--- config.mk ---
export PLATFORM = sky130hd
export DESIGN_NAME = muldiv_ctrl
export DESIGN_NICKNAME = d
export VERILOG_FILES = /design/src/rtl/muldiv_ctrl_pkg.sv /design/src/rtl/muldiv_edge.sv /design/src/rtl/muldiv_ctrl.sv
export SDC_FILE = /design/constraint.sdc
export NUM_CORES = 1
export LEC_CHECK = 0
export BUFFER_PORTS_ARGS = -buffer_cell sky130_fd_sc_hd__buf_2
export CORE_UTILIZATION = 30
export DETAILED_ROUTE_END_ITERATION = 8
export PLACE_DENSITY = 0.62
export SLEW_MARGIN = 20
export SYNTH_ARGS = -nofsm -noshare
export SYNTH_HDL_FRONTEND = slang
export SYNTH_SLANG_ARGS = --single-unit
export TNS_END_PERCENT = 1
--- constraint.sdc ---
create_clock -name clk -period 1.6 [get_ports clk]
set_input_delay 0.24 -clock clk [delete_from_list [all_inputs] [get_ports clk]]
set_output_delay 0.24 -clock clk [all_outputs]
set_load 0.1 [all_outputs]
--- src/rtl/muldiv_ctrl_pkg.sv ---
// muldiv_ctrl shared definitions: FSM state encoding, operation codes
// and the default WAIT watchdog limit.
package muldiv_ctrl_pkg;

   localparam logic [2:0] S_IDLE    = 3'd0;
   localparam logic [2:0] S_LAUNCH  = 3'd1;
   localparam logic [2:0] S_WAIT    = 3'd2;
   localparam logic [2:0] S_CAPTURE = 3'd3;
   localparam logic [2:0] S_ERR     = 3'd4;

   localparam logic OP_MULT = 1'b0;
   localparam logic OP_DIV  = 1'b1;

   localparam int TIMEOUT_DEF = 48;

endpackage

--- src/rtl/muldiv_edge.sv ---
// Selects the done input of the active unit and flags its 0->1 edge.
// Ports: clk, Reset (async, active-low), op, mult_out, div_out -> rise.
module muldiv_edge
   import muldiv_ctrl_pkg::*;
(
   input  logic clk,
   input  logic Reset,
   input  logic op,
   input  logic mult_out,
   input  logic div_out,
   output logic rise
);

   logic sel;
   logic prev;

   assign sel = (op == OP_DIV) ? div_out : mult_out;

   // History is refreshed every cycle, including LAUNCH, so a done
   // level that is already high when WAIT starts never reads as an edge.
   always_ff @(posedge clk or negedge Reset) begin
      if (!Reset) prev <= 1'b0;
      else        prev <= sel;
   end

   assign rise = sel & ~prev;

endmodule

--- src/rtl/muldiv_ctrl.sv ---
// HI/LO multiply/divide sequencer: launches the external unit, waits for
// its done edge and captures the result. Optional WAIT watchdog is built
// only with MULDIV_TIMEOUT_EN defined.
// Ports: clk, Reset (async, active-low); Start, Op, A, B request;
// HiWrite, LoWrite, WrData direct HI/LO write; Busy, Done, DivZero,
// Timeout status; HI, LO results; OpA, OpB latched operands;
// MultIn/MultOut/MultHigh/MultLow and DivIn/DivOut/DivHigh/DivLow units.
module muldiv_ctrl
   import muldiv_ctrl_pkg::*;
#(
   parameter int TIMEOUT = TIMEOUT_DEF
) (
   input  logic        clk,
   input  logic        Reset,
   input  logic        Start,
   input  logic        Op,
   input  logic [31:0] A,
   input  logic [31:0] B,
   input  logic        HiWrite,
   input  logic        LoWrite,
   input  logic [31:0] WrData,
   output logic        Busy,
   output logic        Done,
   output logic        DivZero,
   output logic        Timeout,
   output logic [31:0] HI,
   output logic [31:0] LO,
   output logic [31:0] OpA,
   output logic [31:0] OpB,
   output logic        MultIn,
   input  logic        MultOut,
   input  logic [31:0] MultHigh,
   input  logic [31:0] MultLow,
   output logic        DivIn,
   input  logic        DivOut,
   input  logic [31:0] DivHigh,
   input  logic [31:0] DivLow
);

   logic [2:0] state;
   logic [2:0] nxt;
   logic       op_q;
   logic       rise;
   logic       expire;
   logic       start_ok;
   logic       idle;

   assign idle     = (state == S_IDLE);
   assign start_ok = idle & Start;

   muldiv_edge u_edge (
      .clk      (clk),
      .Reset    (Reset),
      .op       (op_q),
      .mult_out (MultOut),
      .div_out  (DivOut),
      .rise     (rise)
   );

`ifdef MULDIV_TIMEOUT_EN
   localparam int CW = $clog2(TIMEOUT + 1);

   logic [CW-1:0] cnt;
   logic          timeout_q;

   assign expire = (cnt == CW'(TIMEOUT - 1));

   always_ff @(posedge clk or negedge Reset) begin
      if (!Reset) begin
         cnt       <= '0;
         timeout_q <= 1'b0;
      end else begin
         if (state == S_WAIT) cnt <= cnt + 1'b1;
         else                 cnt <= '0;
         if (start_ok)
            timeout_q <= 1'b0;
         else if (state == S_WAIT && expire && !rise)
            timeout_q <= 1'b1;
      end
   end

   assign Timeout = timeout_q;
`else
   // No watchdog: WAIT holds until the unit answers.
   assign expire  = 1'b0;
   assign Timeout = 1'b0 & (TIMEOUT > 0);
`endif

   always_comb begin
      nxt = state;
      unique case (state)
         S_IDLE: begin
            if (Start)
               nxt = (Op == OP_DIV && B == '0) ? S_ERR : S_LAUNCH;
         end
         S_LAUNCH: nxt = S_WAIT;
         S_WAIT: begin
            if (rise)        nxt = S_CAPTURE;
            else if (expire) nxt = S_IDLE;
         end
         S_CAPTURE: nxt = S_IDLE;
         S_ERR:     nxt = S_IDLE;
         default:   nxt = S_IDLE;
      endcase
   end

   always_ff @(posedge clk or negedge Reset) begin
      if (!Reset) begin
         state <= S_IDLE;
         op_q  <= OP_MULT;
         OpA   <= '0;
         OpB   <= '0;
         HI    <= '0;
         LO    <= '0;
      end else begin
         state <= nxt;
         if (start_ok) begin
            op_q <= Op;
            OpA  <= A;
            OpB  <= B;
         end
         if (idle && HiWrite)
            HI <= WrData;
         else if (state == S_CAPTURE)
            HI <= (op_q == OP_DIV) ? DivHigh : MultHigh;
         if (idle && LoWrite)
            LO <= WrData;
         else if (state == S_CAPTURE)
            LO <= (op_q == OP_DIV) ? DivLow : MultLow;
      end
   end

   assign Busy    = ~idle;
   assign Done    = (state == S_CAPTURE);
   assign DivZero = (state == S_ERR);
   assign MultIn  = (state == S_LAUNCH) & (op_q == OP_MULT);
   assign DivIn   = (state == S_LAUNCH) & (op_q == OP_DIV);

endmodule

Word level (Yosys, flattened, before mapping). Index checks and enable logic that the tools add are counted.

Bitwise logic cells: 7. Reductions and logical operators: 8. Equal/unequal tests: 6. Muxes and demuxes: 11.

Operator list (count): $mux W32 (6); $logic_not A32 Y1 (1); $mux W3 (3); $pmux W3 S3 (1); $eq A3 B2 Y1 const B (2); $and A1 B1 Y1 (4); $ne A2 B2 Y1 const B (2); $reduce_bool A2 Y1 (2); $eq A3 B1 Y1 const B (1); $eq A3 B3 Y1 const B (1); $logic_and A1 B1 Y1 (3); $logic_not A3 Y1 (1); $not A1 Y1 (3); $reduce_and A2 Y1 (1); $mux W1 (1).

Register bits after elaboration: 133. Output and inout port bits: 134.

Depth between registers and ports, before layout. Gate-level depths: netlist of the first run.

Depth in word-level cells: 5. Depth in mapped cells: 7. Mapped depth without buffers: 4.

Cells and area by module. A second synthesis of the first run with hierarchy kept.

Cells, all modules: 462. Area, all modules: 6095.8 um2.

Modules (own cells, without submodules): muldiv_ctrl (sequential area each 3303.2 um2, cells an instance 459, times used 1, area each 6042.0 um2); muldiv_edge (sequential area each 25.0 um2, cells an instance 3, times used 1, area each 53.8 um2).

Worst setup path before layout of the first run. No wires, ideal clock.

Kind: reg2out. Start: reg op_q. End: out MultIn. Data required time: 1360 ps. Stages on the path, launching flop included: 5. Path buffers: 3. Arrival time: 3980 ps. Setup slack: -2620 ps. Cells stage by stage: dfrtp_1 > buf_2 > buf_4 > buf_2 > nor4b_1.

Word-level cells in the longest chain between the ends: 2.

Ends and longest elaborated chain: start, declared (RTL line muldiv_ctrl.sv:42) `logic op_q;`; start signal, assigned (RTL line muldiv_ctrl.sv:118) `op_q <= Op;`; $not A1 Y1 (RTL line muldiv_ctrl.sv:136) `assign MultIn = (state == S_LAUNCH) & (op_q == OP_MULT);`; $and A1 B1 Y1 (RTL line muldiv_ctrl.sv:136); end, declared (RTL line muldiv_ctrl.sv:30) `output logic MultIn,`.

Every way passes these cells.

Final worst setup path of the first run.
Start: reg op_q. End: out DivIn.

Word-level cells in the longest chain between the ends: 1.

Ends and longest elaborated chain: $and A1 B1 Y1 (RTL line muldiv_ctrl.sv:137) `assign DivIn = (state == S_LAUNCH) & (op_q == OP_DIV);`; end, declared (RTL line muldiv_ctrl.sv:34) `output logic DivIn,`.

Every way passes these cells.

==> flow_metrics.py, run 1 <==
metrics = {
    "placed_design": {
        "place.port_buffers": 364,
        "dp_hpwl_mm": 14.38,
        "gp_congestion": 0.7766,
    },
    "yosys": {
        "avgSynthCellArea_um2": 13.16,
        "ys_types": 30,
        "ys_seq_area_frac": 0.5474,
        "synthFlopType": "dfrtp_1",
        "syn_inst": 462,
        "syn-num-nets": 694,
        "synth_area_mm2": 0.006080,
        "synth_seq_cells": 133,
        "synth_edf_count": 0,
        "async_flop_share": 1.000,
        "ys_warn_count": 0,
    },
    "run_status": {
        "status": "finished with violations",
        "violations": "setup timing",
    },
    "worst_setup_path": {
        "cp_max_fo": 2,
        "cp-start-kind": "flip-flop",
        "critPathSlowestCell": "dfrtp_4",
        "cpPeakStageDelay_ns": 0.43,
        "path_common_cell": "buf_12",
        "path_class": "reg2out",
        "crit_family": "flip-flops",
        "cp.required_ns": 1.36,
        "r2r_setup_slack_ns": -0.12,
        "arrival_ns": 1.57,
        "path_buf_inv": 3,
        "path_cells": "buf_12, buf_6, nor4bb_4, buf_12",
        "critical_path.endpoint_type": "primary output",
    },
    "clock_tree": {
        "clk_pin_slew_ns": 0.06,
        "htreeDepth": 4,
        "cts-root-buf": "clkbuf_16",
        "numClockSinks": 133,
        "clock_path_buffers": 2,
        "cts_tree": "yes",
        "clk_latency_ns": 0.41,
        "numCtsBuffers": 17,
    },
    "floorplan": {
        "core_area_mm2": 0.01965,
        "fp-row-count": 51,
        "io_pins": 366,
        "dieArea_mm2": 0.02084,
        "initial_utilization": 0.3093,
        "die_w_um": 144.4,
        "die_h_um": 144.4,
    },
    "global_routing": {
        "grt_pass1_wl_mm": 29.07,
        "antenna_found_initial": 1,
        "track_usage": 0.1861,
        "grt.overflow.total": 0,
        "grt_max_degree": 46,
        "grt_pass1_vias": 5418,
    },
    "detailed_routing": {
        "drt_first_pass_iters": 4,
        "drtIter0Drc": 233,
        "vias_per_cell": 4.796,
        "wl_mm": 19.72,
        "drc": 0,
        "vias": 5372,
        "antenna_left": 0,
        "post_drt_wl_per_cell_um": 17.61,
    },
    "timing": {
        "period_minus_slack_ns": 1.812,
        "hold_viol_final": 0,
        "setup_viol": 69,
        "clock-skew-final_ns": 0.006613,
        "final.setup.tns_ns": -4.975,
        "worst_slew_pin_slew_ns": 0.8913,
        "fin_crit_sh": 1.132,
        "grt_setup_unrepaired": "true",
        "setup_ws_ns": -0.2117,
        "clock.fmax_mhz": 552.0,
        "drv_slew": 0,
        "slew_headroom": 0.4044,
    },
    "finish": {
        "area_delta_synth_final_pct": 50.40,
        "nets": 1073,
        "drive_gt1_frac": 0.5937,
    },
    "run": {
        "max_cap_violations": 0,
    },
    "worst_hold_path": {
        "hold_path_class": "in2reg",
    },
}
-- layout by cell type (no fill, tap or decap), types with 5 or more instances in the layout --
master and instances:
buf_2 358, a221o_1 64, buf_12 14, nor4_1 5
mux2i_1 63, buf_4 22, mux2_2 61, clkbuf_16 17
dfrtp_1 131, inv_6 6, nor2_1 66
-- layout make-up --
class / instances / area (um2)
clock inverter: 15 / 192.7
tap: 265 / 331.6
inverter: 3 / 11.26
multi-input combinational: 288 / 2545
antenna: 1 / 2.502
clock buffer: 17 / 425.4
sequential: 133 / 3333
fill: 1822 / 10510
timing repair buffer: 398 / 2302
-- path summary, 6_finish.rpt --
check                               startpoint                  end  cells past startpoint
max in group asynchronous                Reset    HI[1]$_DFFE_PN0P_                      3
hold reg to reg            OpA[26]$_DFFE_PN0P_  OpA[26]$_DFFE_PN0P_                      1
min in group asynchronous                Reset   LO[22]$_DFFE_PN0P_                      2
setup / recovery              op_q$_DFFE_PN0P_                DivIn                      4
hold / removal                           A[12]  OpA[12]$_DFFE_PN0P_                      2
setup reg to reg              op_q$_DFFE_PN0P_    HI[1]$_DFFE_PN0P_                      7
-- synthesized netlist by cell type, types with 2 or more instances --
library cell	number	area, um2
nor4_1	5	31.28
nor2_4	2	22.52
nor2_1	66	247.7
inv_1	2	7.510
mux2_2	65	732.0
nor4b_1	2	17.52
buf_6	11	123.9
mux2i_1	64	640.6
and2_1	3	18.77
buf_4	4	30.03
nor3_1	2	10.01
buf_2	23	115.1
dfrtp_1	133	3328
a221o_1	64	640.6
-- worst register-to-register path, delay by kind of cell, from the launching register on --
family	cells	cell delay, ns
buffers and inverters	4	0.60
AND/OR/NAND/NOR	1	0.04
flip-flops	1	0.49
AO/OA/AOI/OAI	1	0.26
multiplexers	1	0.22
-- cells by family after synthesis --
group / Yosys count / share of synthesized area
flops: 133 / 0.5474
mux: 130 / 0.2276
simple gates: 90 / 0.06915
compound gates: 66 / 0.1076
buf+inv: 41 / 0.04610
xor+xnor: 1 / 0.001441
other cells: 1 / 0.0006168
-- through the flow --
step / hold slack [ns] / instances / utilization / instance area [um2] / setup slack [ns]
final: 0.05529 / 1120 / 0.4652 / 9144 / -0.2117
after floorplan: -0.05559 / 462 / - / 6128 / -0.4419
after detailed placement: 0.1354 / 1082 / 0.4281 / 8413 / -0.1304
after global routing: 0.03179 / 1120 / 0.4652 / 9144 / -0.2808
after global placement: 0.1382 / 1082 / 0.4281 / 8413 / -0.07831
after CTS: 0.03308 / 1119 / 0.4636 / 9111 / -0.2290
-- routing by layer --
metal	vias up	GRT usage	part of all wire
met4	0	0.05596	0.013
met3	18	0.05662	0.078
met5	-	0	0
met2	259	0.3203	0.50
li1	2490	-	-
met1	2605	0.2217	0.41
-- state kept, by name, summed over array words and instances, names as in the netlist --
name	count
HI	32
OpB	32
state	3
OpA	32
op_q	1
u_edge.prev	1
LO	32
-- what timing repair did --
| action | in CTS | in global routing |
|---|---|---|
| hold buffers | 1 | 0 |
| gates cloned | 1 | 0 |
| resized for setup | 5 | 8 |
| endpoints found under the setup margin | 134 | 134 |
| setup buffers | 3 | 0 |
| pin swaps | 40 | 25 |
| hold endpoints to repair | 39 | 0 |
Power of run 1 is not shown: default switching activity piles up to over one toggle a cycle in this logic, so the estimate is an artifact.
==> run 2: changes to the inputs <==
PLACE_DENSITY = 0.6   (was 0.62)
clock period = 2.1 ns   (was 1.6 ns; I/O delays follow)
==> run 2 against run 1 <==
Compared with the run above:
- the run now ends clean
- die area did not move
- routed wire length up 0.24%
- core utilization down 1.7 points
- clock skew rose by 0.0026 ns
- via count down 2.0%
- cell count shrank 1.7%
- non-clock buffer count is 21 lower
- flip-flop and latch count stayed put
- global-route usage about the same
- sequential share of layout area is 1.3 points higher
- critical path depth down 2
- register-to-register slack better by 0.28 ns
==> flow_metrics.py, run 2 (synthesis results as in run 1) <==
metrics = {
    "run_status": {
        "status": "finished clean",
    },
    "floorplan": {
        "initial_utilization": 0.3093,
        "fp-row-count": 51,
        "dieArea_mm2": 0.02084,
        "core_area_mm2": 0.01965,
        "die_h_um": 144.4,
        "die_w_um": 144.4,
        "io_pins": 366,
    },
    "global_routing": {
        "grt_max_degree": 65,
        "antenna_found_initial": 4,
        "grt_pass1_wl_mm": 28.71,
        "grt_pass1_vias": 5197,
        "grt.overflow.total": 0,
        "track_usage": 0.1860,
    },
    "timing": {
        "period_minus_slack_ns": 2.001,
        "setup_viol": 0,
        "clock.fmax_mhz": 499.7,
        "fin_crit_sh": 0.9529,
        "hold_viol_final": 0,
        "drv_slew": 0,
        "setup_ws_ns": 0.09884,
        "clock-skew-final_ns": 0.009206,
        "grt_setup_unrepaired": "false",
        "slew_headroom": 0.3837,
        "worst_slew_pin_slew_ns": 0.9223,
    },
    "placed_design": {
        "dp_slack_ns": 0.1864,
        "dpl_cell_area_mm2": 0.008203,
        "place.port_buffers": 364,
        "dp_hpwl_mm": 14.59,
        "gp_congestion": 0.7738,
    },
    "detailed_routing": {
        "drtIter0Drc": 220,
        "vias": 5264,
        "vias_per_cell": 4.781,
        "drt_first_pass_iters": 4,
        "post_drt_wl_per_cell_um": 17.96,
        "antenna_left": 0,
        "wl_mm": 19.77,
        "drc": 0,
    },
    "finish": {
        "fillers": 1891,
        "multi_input_area_mm2": 0.002499,
        "final_common_cell": "buf_2",
        "mostFrequentLayoutCells": "buf_2, dfrtp_1, nor2_1",
        "drive_gt1_frac": 0.5786,
        "area_delta_synth_final_pct": 45.05,
        "fin_area_mm2": 0.008818,
        "nets": 1052,
        "seq_area_mm2": 0.003332,
    },
    "clock_tree": {
        "clk_pin_slew_ns": 0.06,
        "cts-root-buf": "clkbuf_16",
        "htreeDepth": 4,
        "cts_tree": "yes",
        "numCtsBuffers": 17,
        "numClockSinks": 133,
        "clock_path_buffers": 2,
        "clk_latency_ns": 0.41,
    },
    "run": {
        "max_cap_violations": 0,
    },
    "worst_setup_path": {
        "critical_path.endpoint_type": "primary output",
        "cp.required_ns": 1.78,
        "cp-start-kind": "flip-flop",
        "cp_max_fo": 17,
        "arrival_ns": 1.69,
        "path_class": "reg2out",
    },
    "worst_hold_path": {
        "hold_path_class": "in2reg",
    },
}
## run 2: routing by layer
layer	GRT usage	routed length, um	up-vias
met5	0	12	-
met4	0.07756	247	2
met3	0.04338	1472	19
met2	0.3130	9943	242
met1	0.2276	8096	2537
li1	-	-	2464
## run 2: final timing paths
path                       cells after the start                  from                  end  slack (ns)
hold / removal                                 2                  A[1]   OpA[1]$_DFFE_PN0P_        0.13
max in group asynchronous                      3                 Reset    LO[9]$_DFFE_PN0P_        1.02
setup / recovery                               2      op_q$_DFFE_PN0P_                DivIn         0.1
setup reg to reg                               4  state[2]$_DFFE_PN0P_   LO[11]$_DFFE_PN0P_        0.16
min in group asynchronous                      2                 Reset   OpB[4]$_DFFE_PN0P_        0.44
hold reg to reg                                1   OpA[20]$_DFFE_PN0P_  OpA[20]$_DFFE_PN0P_        0.50
## run 2: what timing repair did
action	CTS	global route
endpoints found under the hold margin	53	0
hold buffers	1	0
buffers inserted	0	0
gates resized for setup	0	1
endpoints found under the setup margin	0	1
## run 2: final cells by class
type,count,area share
multi-input cells,288,0.2833
diodes,3,0.0008513
clock inverters,14,0.01703
flip-flops and latches,133,0.3778
clock buffers,18,0.04980
inverters,3,0.001277
well taps,265,0.03760
repair buffers,377,0.2323
## run 2: stage by stage
stage	TNS [ns]	util	instances	hold slack [ns]
2_1_floorplan	-1.670	-	462	0.01941
3_3_place_gp	0	0.4174	1065	0.3458
3_5_place_dp	0	0.4174	1065	0.3430
4_1_cts	0	0.4479	1098	0.1083
5_1_grt	0	0.4487	1101	0.1149
6_report	0	0.4487	1101	0.1318
## run 2: worst max-delay path, stage by stage (launching register included)
cell and delay (ns):
dfrtp_4 0.64, nor4bb_2 0.40, buf_12 0.23
Power of run 2 is left out for the same reason.
==> run 3: changes to the inputs <==
CORE_ASPECT_RATIO = 0.75   (was unset)
CTS_BUF_LIST = sky130_fd_sc_hd__clkbuf_8   (was unset)
==> run 3 against run 2 <==
Compared with the run above:
- the run now ends with DRC left
- register-to-register slack better by 0.07 ns
- clock-buffer cell count decreased by 1
- non-clock buffer count shrank 3
- die area about the same
- maximum frequency is 2.8% higher
- worst hold slack got worse by 0.011 ns
- sequential share of layout area rose by 0.88 points
- cell count fell by 1.8%
==> flow_metrics.py, run 3 (synthesis results as in run 1) <==
metrics = {
    "worst_hold_path": {
        "min-delay-start": "A[9]",
        "hold_path_class": "in2reg",
    },
    "finish": {
        "final_common_cell": "buf_2",
        "fillers": 1914,
        "mostFrequentLayoutCells": "buf_2, dfrtp_1, nor2_1",
        "antennaDiodeCount": 0,
        "drive_gt1_frac": 0.5761,
        "area_delta_synth_final_pct": 41.74,
        "nets": 1049,
        "fin_cells": 1081,
    },
    "detailed_routing": {
        "vias": 5139,
        "drtIter0Drc": 349,
        "antenna_left": 0,
        "vias_per_cell": 4.754,
        "wl_mm": 18.41,
        "post_drt_wl_per_cell_um": 17.03,
        "drc": 19,
        "drt_first_pass_iters": 7,
    },
    "run": {
        "max_cap_violations": 0,
    },
    "timing": {
        "whs_ns": 0.1210,
        "grt_setup_unrepaired": "false",
        "setup_viol": 0,
        "period_minus_slack_ns": 1.947,
        "clock-skew-final_ns": 0.01039,
        "fin_crit_sh": 0.9273,
        "drv_slew": 0,
        "hold_viol_final": 0,
        "clock.fmax_mhz": 513.5,
        "setup_ws_ns": 0.1526,
        "worst_slew_pin_slew_ns": 0.8658,
        "slew_headroom": 0.4214,
    },
    "worst_setup_path": {
        "cp-start-kind": "flip-flop",
        "startpoint": "state[2]$_DFFE_PN0P_",
        "timing.rr.start": "state[2]$_DFFE_PN0P_",
        "r2r_end": "LO[26]$_DFFE_PN0P_",
        "rr_worst_depth": 4,
        "path_class": "reg2out",
        "arrival_ns": 1.63,
        "cp.required_ns": 1.78,
        "cp_max_fo": 7,
        "crit_end": "DivZero",
        "critical_path.endpoint_type": "primary output",
        "r2r_setup_slack_ns": 0.23,
    },
    "floorplan": {
        "die_w_um": 166.4,
        "dieArea_mm2": 0.02084,
        "die_h_um": 125.3,
        "initial_utilization": 0.3102,
        "io_pins": 366,
        "core_area_mm2": 0.01960,
        "fp-row-count": 44,
    },
    "clock_tree": {
        "clk_pin_slew_ns": 0.08,
        "cts-root-buf": "clkbuf_8",
        "clk_latency_ns": 0.42,
        "clock_path_buffers": 2,
        "cts_tree": "yes",
        "numCtsBuffers": 17,
        "numClockSinks": 133,
        "htreeDepth": 4,
    },
    "global_routing": {
        "grt.overflow.total": 0,
        "antenna_found_initial": 0,
        "track_usage": 0.1756,
        "grt_pass1_vias": 5195,
        "grt_pass1_wl_mm": 28.32,
        "grt_max_degree": 67,
    },
    "run_status": {
        "status": "finished with violations",
        "violations": "DRC",
    },
    "placed_design": {
        "dp_slack_ns": 0.2395,
        "gp_congestion": 0.7818,
        "place.port_buffers": 364,
        "dp_hpwl_mm": 13.97,
        "dp.cells": 1050,
    },
}
## run 3: layout make-up
type                            count  area [um2]  area share
Multi-Input combinational cell    288        2490      0.2890
Sequential cell                   133        3332      0.3867
Clock buffer                       17       234.0     0.02715
Tap cell                          253       316.6     0.03674
Timing Repair Buffer              374        2026      0.2351
Clock inverter                     13       207.7     0.02410
Inverter                            3       11.26    0.001307
## run 3: metal layers
metal | track usage | wire length, um | vias to the layer above | share of wire
met4 | 0.04139 | 132 | 0 | 0.0072
met1 | 0.2203 | 8101 | 2492 | 0.44
met5 | 0 | 0 | - | 0
met3 | 0.04812 | 977 | 8 | 0.053
met2 | 0.3003 | 9203 | 199 | 0.50
li1 | - | - | 2440 | -
## run 3: worst min path at each step
| stage | slack, ns | depth (start not counted) | endpoint |
|---|---|---|---|
| 6_report | 0.12 | 2 | OpA[9]$_DFFE_PN0P_ |
| 5_1_grt | 0.06 | 2 | OpA[20]$_DFFE_PN0P_ |
| 4_1_cts | 0.07 | 2 | OpA[22]$_DFFE_PN0P_ |
| 3_5_place_dp | 0.27 | 1 | LO[8]$_DFFE_PN0P_ |
| 3_3_place_gp | 0.26 | 1 | HI[6]$_DFFE_PN0P_ |
| 2_1_floorplan | 0.02 | 0 | HI[0]$_DFFE_PN0P_ |
## run 3: worst max-delay path: stages (launching register included)
cell	delay [ns]
dfrtp_1	0.48
nor3b_2	0.25
buf_2	0.48
## run 3: per-stage QoR
| stage | cell area, um2 | utilization | setup TNS [ns] |
|---|---|---|---|
| finish | 8617 | 0.4397 | 0 |
| detailed placement | 8165 | 0.4166 | 0 |
| CTS | 8617 | 0.4397 | 0 |
| floorplan | 6097 | - | -1.670 |
| global route | 8617 | 0.4397 | 0 |
| global placement | 8165 | 0.4166 | 0 |
## run 3: timing repair
item                                    in CTS  in global routing
endpoints found under the setup margin       0                  0
hold buffers                                 1                  0
resized for setup                            0                  0
buffers inserted                             0                  0
hold endpoints to repair                    38                  0
Power of run 3 is left out for the same reason.
